### src/rtl/ext_int_pkg.sv
// Shared definitions for the external-interrupt pin front end.
package ext_int_pkg;

  // Sense-control encodings (ISCn1:ISCn0)
  localparam logic [1:0] ISC_LOW_LEVEL = 2'b00;
  localparam logic [1:0] ISC_ANY_EDGE  = 2'b01;
  localparam logic [1:0] ISC_FALLING   = 2'b10;
  localparam logic [1:0] ISC_RISING    = 2'b11;

  // Level an undriven pin rests at; every pin-side flop resets here.
  localparam logic PIN_IDLE = 1'b1;

  // Raw set condition for one sense mode, before the mode-change guard.
  // Only low-level mode is gated by the enable; edge modes latch the flag regardless.
  function automatic logic sense_set(input logic [1:0] mode,
                                     input logic       fall,
                                     input logic       rise,
                                     input logic       level,
                                     input logic       enable);
    logic hit;
    hit = 1'b0;
    case (mode)
      ISC_LOW_LEVEL: hit = ~level & enable;
      ISC_ANY_EDGE:  hit = fall | rise;
      ISC_FALLING:   hit = fall;
      ISC_RISING:    hit = rise;
      default:       hit = 1'b0;
    endcase
    return hit;
  endfunction

endpackage

### src/rtl/sync_chain.sv
// Multi-flop synchroniser for an asynchronous single-bit input.
module sync_chain
  import ext_int_pkg::*;
#(
  parameter int unsigned SYNC_STAGES = 2,
  parameter logic        RESET_VAL   = PIN_IDLE
) (
  input  logic clk,
  input  logic rst_n,
  input  logic d,
  output logic q
);

  logic [SYNC_STAGES-1:0] stage_q;

  // Shift the raw input through the chain; stage 0 is the metastability catcher.
  always_ff @(posedge clk or negedge rst_n) begin
    if (!rst_n) begin
      stage_q <= {SYNC_STAGES{RESET_VAL}};
    end else begin
      stage_q <= {stage_q[SYNC_STAGES-2:0], d};
    end
  end

  assign q = stage_q[SYNC_STAGES-1];

endmodule

### src/rtl/ext_int_sense.sv
// Set/clear drive generation for one external-interrupt flag latch:
// synchronise, glitch-filter, sense, and arbitrate set against clear.
module ext_int_sense
  import ext_int_pkg::*;
#(
  parameter int unsigned SYNC_STAGES   = 2,
  parameter int unsigned FILTER_CYCLES = 3,
  parameter int unsigned CNT_W         = 3
) (
  input  logic       clk,
  input  logic       rst_n,
  input  logic       pin_in,
  input  logic [1:0] isc,
  input  logic       int_en,
  input  logic       ack,
  input  logic       flag_wr_clr,
  output logic       s_out,
  output logic       r_out,
  output logic       pin_level
);

  // Counter value on which a still-differing level is accepted.
  localparam logic [CNT_W-1:0] CNT_LAST =
      CNT_W'((FILTER_CYCLES == 0) ? 0 : FILTER_CYCLES - 1);

  logic             sync_out;
  logic             filt_q, filt_d;
  logic [CNT_W-1:0] cnt_q, cnt_d;
  logic             prev_q;
  logic [1:0]       isc_q;
  logic             s_q, r_q;
  logic             fall, rise;
  logic             set_req, clr_req;

  sync_chain #(
    .SYNC_STAGES (SYNC_STAGES),
    .RESET_VAL   (PIN_IDLE)
  ) u_sync (
    .clk   (clk),
    .rst_n (rst_n),
    .d     (pin_in),
    .q     (sync_out)
  );

  // Glitch filter: accept a new level only after it persists FILTER_CYCLES samples.
  always_comb begin
    filt_d = filt_q;
    cnt_d  = '0;
    if (FILTER_CYCLES == 0) begin
      filt_d = sync_out;
    end else if (sync_out != filt_q) begin
      if (cnt_q == CNT_LAST) begin
        filt_d = sync_out;
      end else begin
        cnt_d = cnt_q + CNT_W'(1);
      end
    end
  end

  assign fall = prev_q & ~filt_q;
  assign rise = ~prev_q & filt_q;

  // Sense and arbitration; a mode switch suppresses the set for that cycle so
  // reconfiguring cannot itself post an event. Set beats clear so a fresh event
  // survives, and the latch never sees s=r=1.
  always_comb begin
    set_req = 1'b0;
    if (isc == isc_q) begin
      set_req = sense_set(isc, fall, rise, filt_q, int_en);
    end
    clr_req = (ack | flag_wr_clr) & ~set_req;
  end

  // Pin-side state: filtered level, previous level and filter count.
  always_ff @(posedge clk or negedge rst_n) begin
    if (!rst_n) begin
      filt_q <= PIN_IDLE;
      prev_q <= PIN_IDLE;
      cnt_q  <= '0;
    end else begin
      filt_q <= filt_d;
      prev_q <= filt_q;
      cnt_q  <= cnt_d;
    end
  end

  // Mode history and registered latch drive.
  always_ff @(posedge clk or negedge rst_n) begin
    if (!rst_n) begin
      isc_q <= ISC_LOW_LEVEL;
      s_q   <= 1'b0;
      r_q   <= 1'b0;
    end else begin
      isc_q <= isc;
      s_q   <= set_req;
      r_q   <= clr_req;
    end
  end

  assign s_out     = s_q;
  assign r_out     = r_q;
  assign pin_level = filt_q;

endmodule

### config.mk
export PLATFORM = sky130hd
export DESIGN_NAME = ext_int_sense
export DESIGN_NICKNAME = d
export VERILOG_FILES = /design/src/rtl/ext_int_pkg.sv /design/src/rtl/sync_chain.sv /design/src/rtl/ext_int_sense.sv
export SDC_FILE = /design/constraint.sdc
export NUM_CORES = 1
export LEC_CHECK = 0
export CAP_MARGIN = 30
export CELL_PAD_IN_SITES_DETAIL_PLACEMENT = 2
export CELL_PAD_IN_SITES_GLOBAL_PLACEMENT = 2
export CORE_AREA = 2 2 39 41
export CTS_CLUSTER_SIZE = 24
export DETAILED_ROUTE_END_ITERATION = 8
export DIE_AREA = 0 0 41 43
export DONT_BUFFER_PORTS = 1
export GPL_TIMING_DRIVEN = 1
export PLACE_DENSITY_LB_ADDON = 0.1
export SETUP_SLACK_MARGIN = 0.02
export SLEW_MARGIN = 20
export SYNTH_ARGS = -nofsm -noshare
export SYNTH_HDL_FRONTEND = slang
export SYNTH_SLANG_ARGS = --single-unit
### constraint.sdc
create_clock -name clk -period 2.05 [get_ports clk]
set_clock_uncertainty 0.1 [all_clocks]
set_input_delay 0.3075 -clock clk [delete_from_list [all_inputs] [get_ports clk]]
set_output_delay 0.3075 -clock clk [all_outputs]
set_load 0.05 [all_outputs]
Yosys cells after proc, flatten, opt, wreduce, memory -nomap -nowiden. Cells that the tools add are included. Widths: inputs -> output; s select.

Register bits: 11. Bits in latches: 0. RAM bits: 0. Memory bits (read-only): 0. Bits of input ports: 8. Output and inout port bits: 3. Logic and storage cells: 29. Memories: 0.

$add $sub $neg: 1. Multiply operators: 0. Divide/modulo/power cells: 0. $lt $le $gt $ge: 0. Equality and inequality tests: 6. Shift-type cells: 0. Muxes and demuxes: 4. Bitwise gates (word level): 9. Reduce and logical (&&, ||, !) cells: 2.

Operators with widths (number): $mux 3 (2); $and 1x1->1 (4); $eq 2x2->1 const B (2); $pmux 1 s4 (1); $add 3x1->3 const B (1); $eq 3x2->1 const B (1); $not 1->1 (3); $eq 2x1->1 const B (1); $eq 2x2->1 (1); $logic_not 2->1 (1); $or 1x1->1 (2); $reduce_and 2->1 (1); $mux 1 (1); $ne 1x1->1 (1).

Longest topological paths before layout.
Word-level depth: 7. Gate-level depth with buffers: 5.

Hierarchy. Synthesis repeated with hierarchy kept, for this count alone.

Cell total of the unflattened synthesis: 36. Area total of the unflattened synthesis: 449.2 um^2.

Modules (own cells, without submodules): ext_int_sense (times used 1, cells an instance 34, area an instance 396.6 um^2); sync_chain (times used 1, cells an instance 2, area an instance 52.6 um^2).

Worst setup path before layout. No wires, ideal clock.

Path type: register to register. Start point: reg filt_q (netlist: pin_level). End point: reg r_q (netlist: r_out). Arrival: 1.503 ns. Path slack: 0.324 ns. Stages on the path, launching flop included: 6. Path through: dfstp_2 > inv_1 > ha_1 > nor3_1 > a31oi_1 > o221a_2.

Longest elaborated chain between the ends: 7. Elaborated cells on any way between the ends: 9. Classes of those cells: mux: 2; bitwise: 7.

RTL lines: start, declared (RTL line ext_int_sense.sv:27) `logic filt_q, filt_d;`; start signal, assigned (RTL line ext_int_sense.sv:81) `filt_q <= filt_d;`; $not 1->1 (RTL line ext_int_pkg.sv:23, ext_int_sense.sv:60); $and 1x1->1 (RTL line ext_int_sense.sv:60) `assign fall = prev_q & ~filt_q;`; $or 1x1->1 (RTL line ext_int_pkg.sv:24) `ISC_ANY_EDGE: hit = fall | rise;`; $pmux 1 s4 (*) (RTL line ext_int_pkg.sv:22) `case (mode)`; $mux 1 (*) (RTL line ext_int_sense.sv:68) `if (isc == isc_q) begin`; $not 1->1 (*) (RTL line ext_int_sense.sv:71) `clr_req = (ack | flag_wr_clr) & ~set_req;`; $and 1x1->1 (*) (RTL line ext_int_sense.sv:71); via clr_req (RTL line ext_int_sense.sv:33) `logic set_req, clr_req;`; end signal, assigned (RTL line ext_int_sense.sv:96) `r_q <= clr_req;`; end, declared (RTL line ext_int_sense.sv:31) `logic s_q, r_q;`.

Mark *: on every way through the listed nets, which the timed path passes. The rest lies on a longest branch. A chain may end at the register's enable or synchronous reset.

Worst setup path in the final report. Same ends and word-level chain as after synthesis.

==> flow_results.xml <==
<?xml version="1.0" encoding="UTF-8"?>
<metrics>
  <group name="pwr">
    <metric name="pwr-share-comb" unit="%">32.2</metric>
    <metric name="max-vdd-ir-drop" unit="uV">458</metric>
    <metric name="seqPwrFrac" unit="%">47.8</metric>
    <metric name="finalPower" unit="uW">741</metric>
    <metric name="net_sw_power" unit="uW">269</metric>
    <metric name="power.leakage" unit="uW">0.000240</metric>
    <metric name="power.share.switching" unit="%">36.3</metric>
    <metric name="total_power_density_per_cell_area" unit="nW/um^2">1340</metric>
    <metric name="clk_pwr_share" unit="%">20.0</metric>
    <metric name="p_int" unit="uW">472</metric>
  </group>
  <group name="global_routing">
    <metric name="grt_antenna_before_repair" unit="">0</metric>
    <metric name="groute.usage.overall" unit="%">13.3</metric>
    <metric name="grt_pass1_vias" unit="">322</metric>
    <metric name="grt_start_max_net_pins" unit="">12</metric>
    <metric name="grt_overflow_total" unit="">0</metric>
    <metric name="wire_length_of_the_first_global_routing_pass" unit="mm">1.44</metric>
  </group>
  <group name="finish">
    <metric name="antenna-diode-count" unit="">0</metric>
    <metric name="flow.area_growth_from_synthesis" unit="%">20.4</metric>
    <metric name="post_route_cells_drive_above_1_share" unit="%">29.5</metric>
    <metric name="footprint_of_the_multi_input_gates" unit="sq um">171</metric>
    <metric name="nFillCells" unit="">150</metric>
    <metric name="most-common-layout-cells" unit="">sky130_fd_sc_hd__dfrtp_1 (7), sky130_fd_sc_hd__dlygate4sd3_1 (4), sky130_fd_sc_hd__dfstp_2 (4)</metric>
    <metric name="layout.nets" unit="">55</metric>
    <metric name="layout.area.seq" unit="sq um">280</metric>
    <metric name="final_common_cell" unit="">sky130_fd_sc_hd__dfrtp_1</metric>
  </group>
  <group name="synthesis">
    <metric name="syn_inst" unit="">35</metric>
    <metric name="post_synth.cell_area_avg" unit="sq um">13.1</metric>
    <metric name="syn_nets" unit="">45</metric>
    <metric name="cell_area_after_synthesis" unit="sq um">459</metric>
    <metric name="synth_sequential_area_ratio" unit="%">61.0</metric>
    <metric name="number_of_flip_flops_and_latches_in_the_synthesized_netlist" unit="">11</metric>
    <metric name="synth-warning-count" unit="">0</metric>
    <metric name="synth_cell_types" unit="">18</metric>
  </group>
  <group name="sta">
    <metric name="worst_pin_slew" unit="ps">485</metric>
    <metric name="hold_viol" unit="">0</metric>
    <metric name="maxSlewViolCount" unit="">0</metric>
    <metric name="setup_tns" unit="ps">0</metric>
    <metric name="final.setup.worst_slack" unit="ps">514</metric>
    <metric name="final_min_period_over_clock_period" unit="%">74.9</metric>
    <metric name="grt_setup_unrepaired" unit="">no</metric>
    <metric name="fmaxAchievable" unit="MHz">651</metric>
    <metric name="timing.max_slew.rel_slack" unit="%">67.6</metric>
    <metric name="finalCriticalPeriod" unit="ps">1540</metric>
    <metric name="report.final.setup_viol" unit="">0</metric>
  </group>
  <group name="place">
    <metric name="post-place-ws" unit="ps">519</metric>
    <metric name="gp_congestion" unit="">0.656</metric>
    <metric name="placement.io_buffers" unit="">0</metric>
    <metric name="hpwl" unit="microns">646</metric>
  </group>
  <group name="clock_tree">
    <metric name="tritoncts_num_sinks" unit="">11</metric>
    <metric name="cts_htree_levels" unit="">1</metric>
    <metric name="tritoncts.num_buffers" unit="">3</metric>
    <metric name="clk_pin_slew_worst_paths" unit="ps">70</metric>
    <metric name="clkLatencyLatePin" unit="ps">270</metric>
    <metric name="tritoncts_clock_tree" unit="">done</metric>
    <metric name="clk_path_buf_depth" unit="">2</metric>
    <metric name="cts_root_buffer" unit="">sky130_fd_sc_hd__clkbuf_4</metric>
  </group>
  <group name="drt">
    <metric name="num_vias" unit="">303</metric>
    <metric name="detail-route-antenna-nets" unit="">0</metric>
    <metric name="detail_route.drc_violations" unit="">0</metric>
    <metric name="drt_iter0_markers" unit="">4</metric>
    <metric name="drt-vias-per-instance" unit="">5.05</metric>
    <metric name="drt_pre_antenna_iters" unit="">4</metric>
    <metric name="wl" unit="microns">872</metric>
    <metric name="drt-wirelength-per-cell" unit="microns">14.5</metric>
  </group>
  <group name="floorplanning">
    <metric name="fp.dieH" unit="microns">43</metric>
    <metric name="design.die.area" unit="sq um">1760</metric>
    <metric name="num_rows" unit="">14</metric>
    <metric name="floorplan.initialDensity" unit="%">33.2</metric>
    <metric name="fp.dieW" unit="microns">41</metric>
    <metric name="pin_count" unit="">11</metric>
    <metric name="placeableCoreArea" unit="sq um">1380</metric>
  </group>
  <group name="worst_hold_path">
    <metric name="worstHoldPathType" unit="">input port to flop</metric>
  </group>
  <group name="critical_path">
    <metric name="critical_path_start_type" unit="">flop</metric>
    <metric name="criticalPathCategory" unit="">flop to flop</metric>
    <metric name="critPathMaxFanout" unit="">6</metric>
    <metric name="worst_ep_arrival_time" unit="ps">1600</metric>
    <metric name="worstPathRequired" unit="ps">2110</metric>
    <metric name="critical_path.endpoint_type" unit="">flop</metric>
  </group>
  <group name="outcome">
    <metric name="run_status" unit="">finished, final reports clean</metric>
  </group>
  <group name="run">
    <metric name="number_of_maximum_capacitance_constraint_violations" unit="">0</metric>
  </group>
</metrics>
## cell type report
class | instances | area share (%)
clock buffers | 4 | 4.75
inverters | 2 | 1.36
multi-input cells | 22 | 31.0
flip-flops and latches | 11 | 50.7
well taps | 16 | 3.62
repair buffers | 5 | 8.60
## cells in the mapped netlist
master,n,area share [%]
sky130_fd_sc_hd__xnor2_1,1,1.9
sky130_fd_sc_hd__o221a_2,1,2.5
sky130_fd_sc_hd__ha_1,2,5.4
sky130_fd_sc_hd__nor3_1,2,2.2
sky130_fd_sc_hd__a31oi_1,1,1.4
sky130_fd_sc_hd__nor4b_1,1,1.9
sky130_fd_sc_hd__and3_1,1,1.4
sky130_fd_sc_hd__o21ai_1,1,1.1
sky130_fd_sc_hd__dfrtp_1,7,38
sky130_fd_sc_hd__nor2b_4,2,6.0
sky130_fd_sc_hd__inv_1,2,1.6
sky130_fd_sc_hd__nand2_1,3,2.5
sky130_fd_sc_hd__xor2_1,1,1.9
sky130_fd_sc_hd__mux2_2,1,2.5
sky130_fd_sc_hd__mux2_4,1,3.3
sky130_fd_sc_hd__nor2_1,3,2.5
sky130_fd_sc_hd__o21ai_0,1,1.1
sky130_fd_sc_hd__dfstp_2,4,23
## cells by family after synthesis
logic type | after synthesis | synth area share (%)
XOR/XNOR | 2 | 3.82
adder cells (fa/ha/maj) | 2 | 5.45
AO/OA/AOI/OAI | 4 | 5.99
multiplexers | 2 | 5.72
AND/OR/NAND/NOR | 12 | 16.4
flip-flops | 11 | 61.0
buffers and inverters | 2 | 1.64
## routing by layer
| metal | part of all wire, % | track usage [%] | vias to the layer above |
|---|---|---|---|
| li1 | - | - | 140 |
| met3 | 6.9 | 5.24 | 3 |
| met5 | 0 | 0 | - |
| met4 | 3.3 | 12.0 | 0 |
| met2 | 50 | 16.3 | 13 |
| met1 | 40 | 16.9 | 147 |
## worst paths after layout
path | start | end | slack [ps] | cells after the start
max | pin_level | r_out | 510 | 4
min | isc[0] | s_out | 120 | 2
max reg2reg | pin_level | r_out | 510 | 4
min reg2reg | u_sync.stage_q[0] | u_sync.stage_q[1] | 260 | 0
max in group asynchronous | rst_n | u_sync.stage_q[1] | 1170 | 1
min in group asynchronous | rst_n | cnt_q[2] | 330 | 1
## metrics by stage
stage	cell area, sq um	hold slack (ps)	instances	utilization, %
after CTS	553	100	60	40.0
after detailed placement	487	-87.7	52	35.2
final	553	118	60	40.0
after floorplan	459	-88.1	35	-
after global placement	487	-87.7	52	35.2
after global routing	553	115	60	40.0
## flip-flops by register name (all words and copies together), names as in the netlist
register / flops
s_out: 1
r_out: 1
cnt_q: 3
pin_level: 1
u_sync.stage_q: 2
isc_q: 2
prev_q: 1
## power by group through the flow
| stage | clock network (uW) | registers, uW | logic, uW |
|---|---|---|---|
| after floorplan | 0 | 398 | 132 |
| after detailed placement | 0 | 359 | 230 |
| after global placement | 0 | 352 | 212 |
| final | 148 | 354 | 239 |
| after global routing | 169 | 364 | 266 |
| after CTS | 160 | 355 | 243 |
## worst max-delay path, cell delays in order (launching register included)
cell	delay [ps]
sky130_fd_sc_hd__dfstp_2	530
sky130_fd_sc_hd__buf_4	230
sky130_fd_sc_hd__ha_1	190
sky130_fd_sc_hd__a31oi_1	120
sky130_fd_sc_hd__o221a_2	260
## timing repair
item                      in CTS  in global routing
gates resized for setup        0                  0
hold buffers                   4                  0
hold endpoints to repair      14                  0
buffers inserted               0                  0
Note: power is estimated with default switching activity, not from simulation.
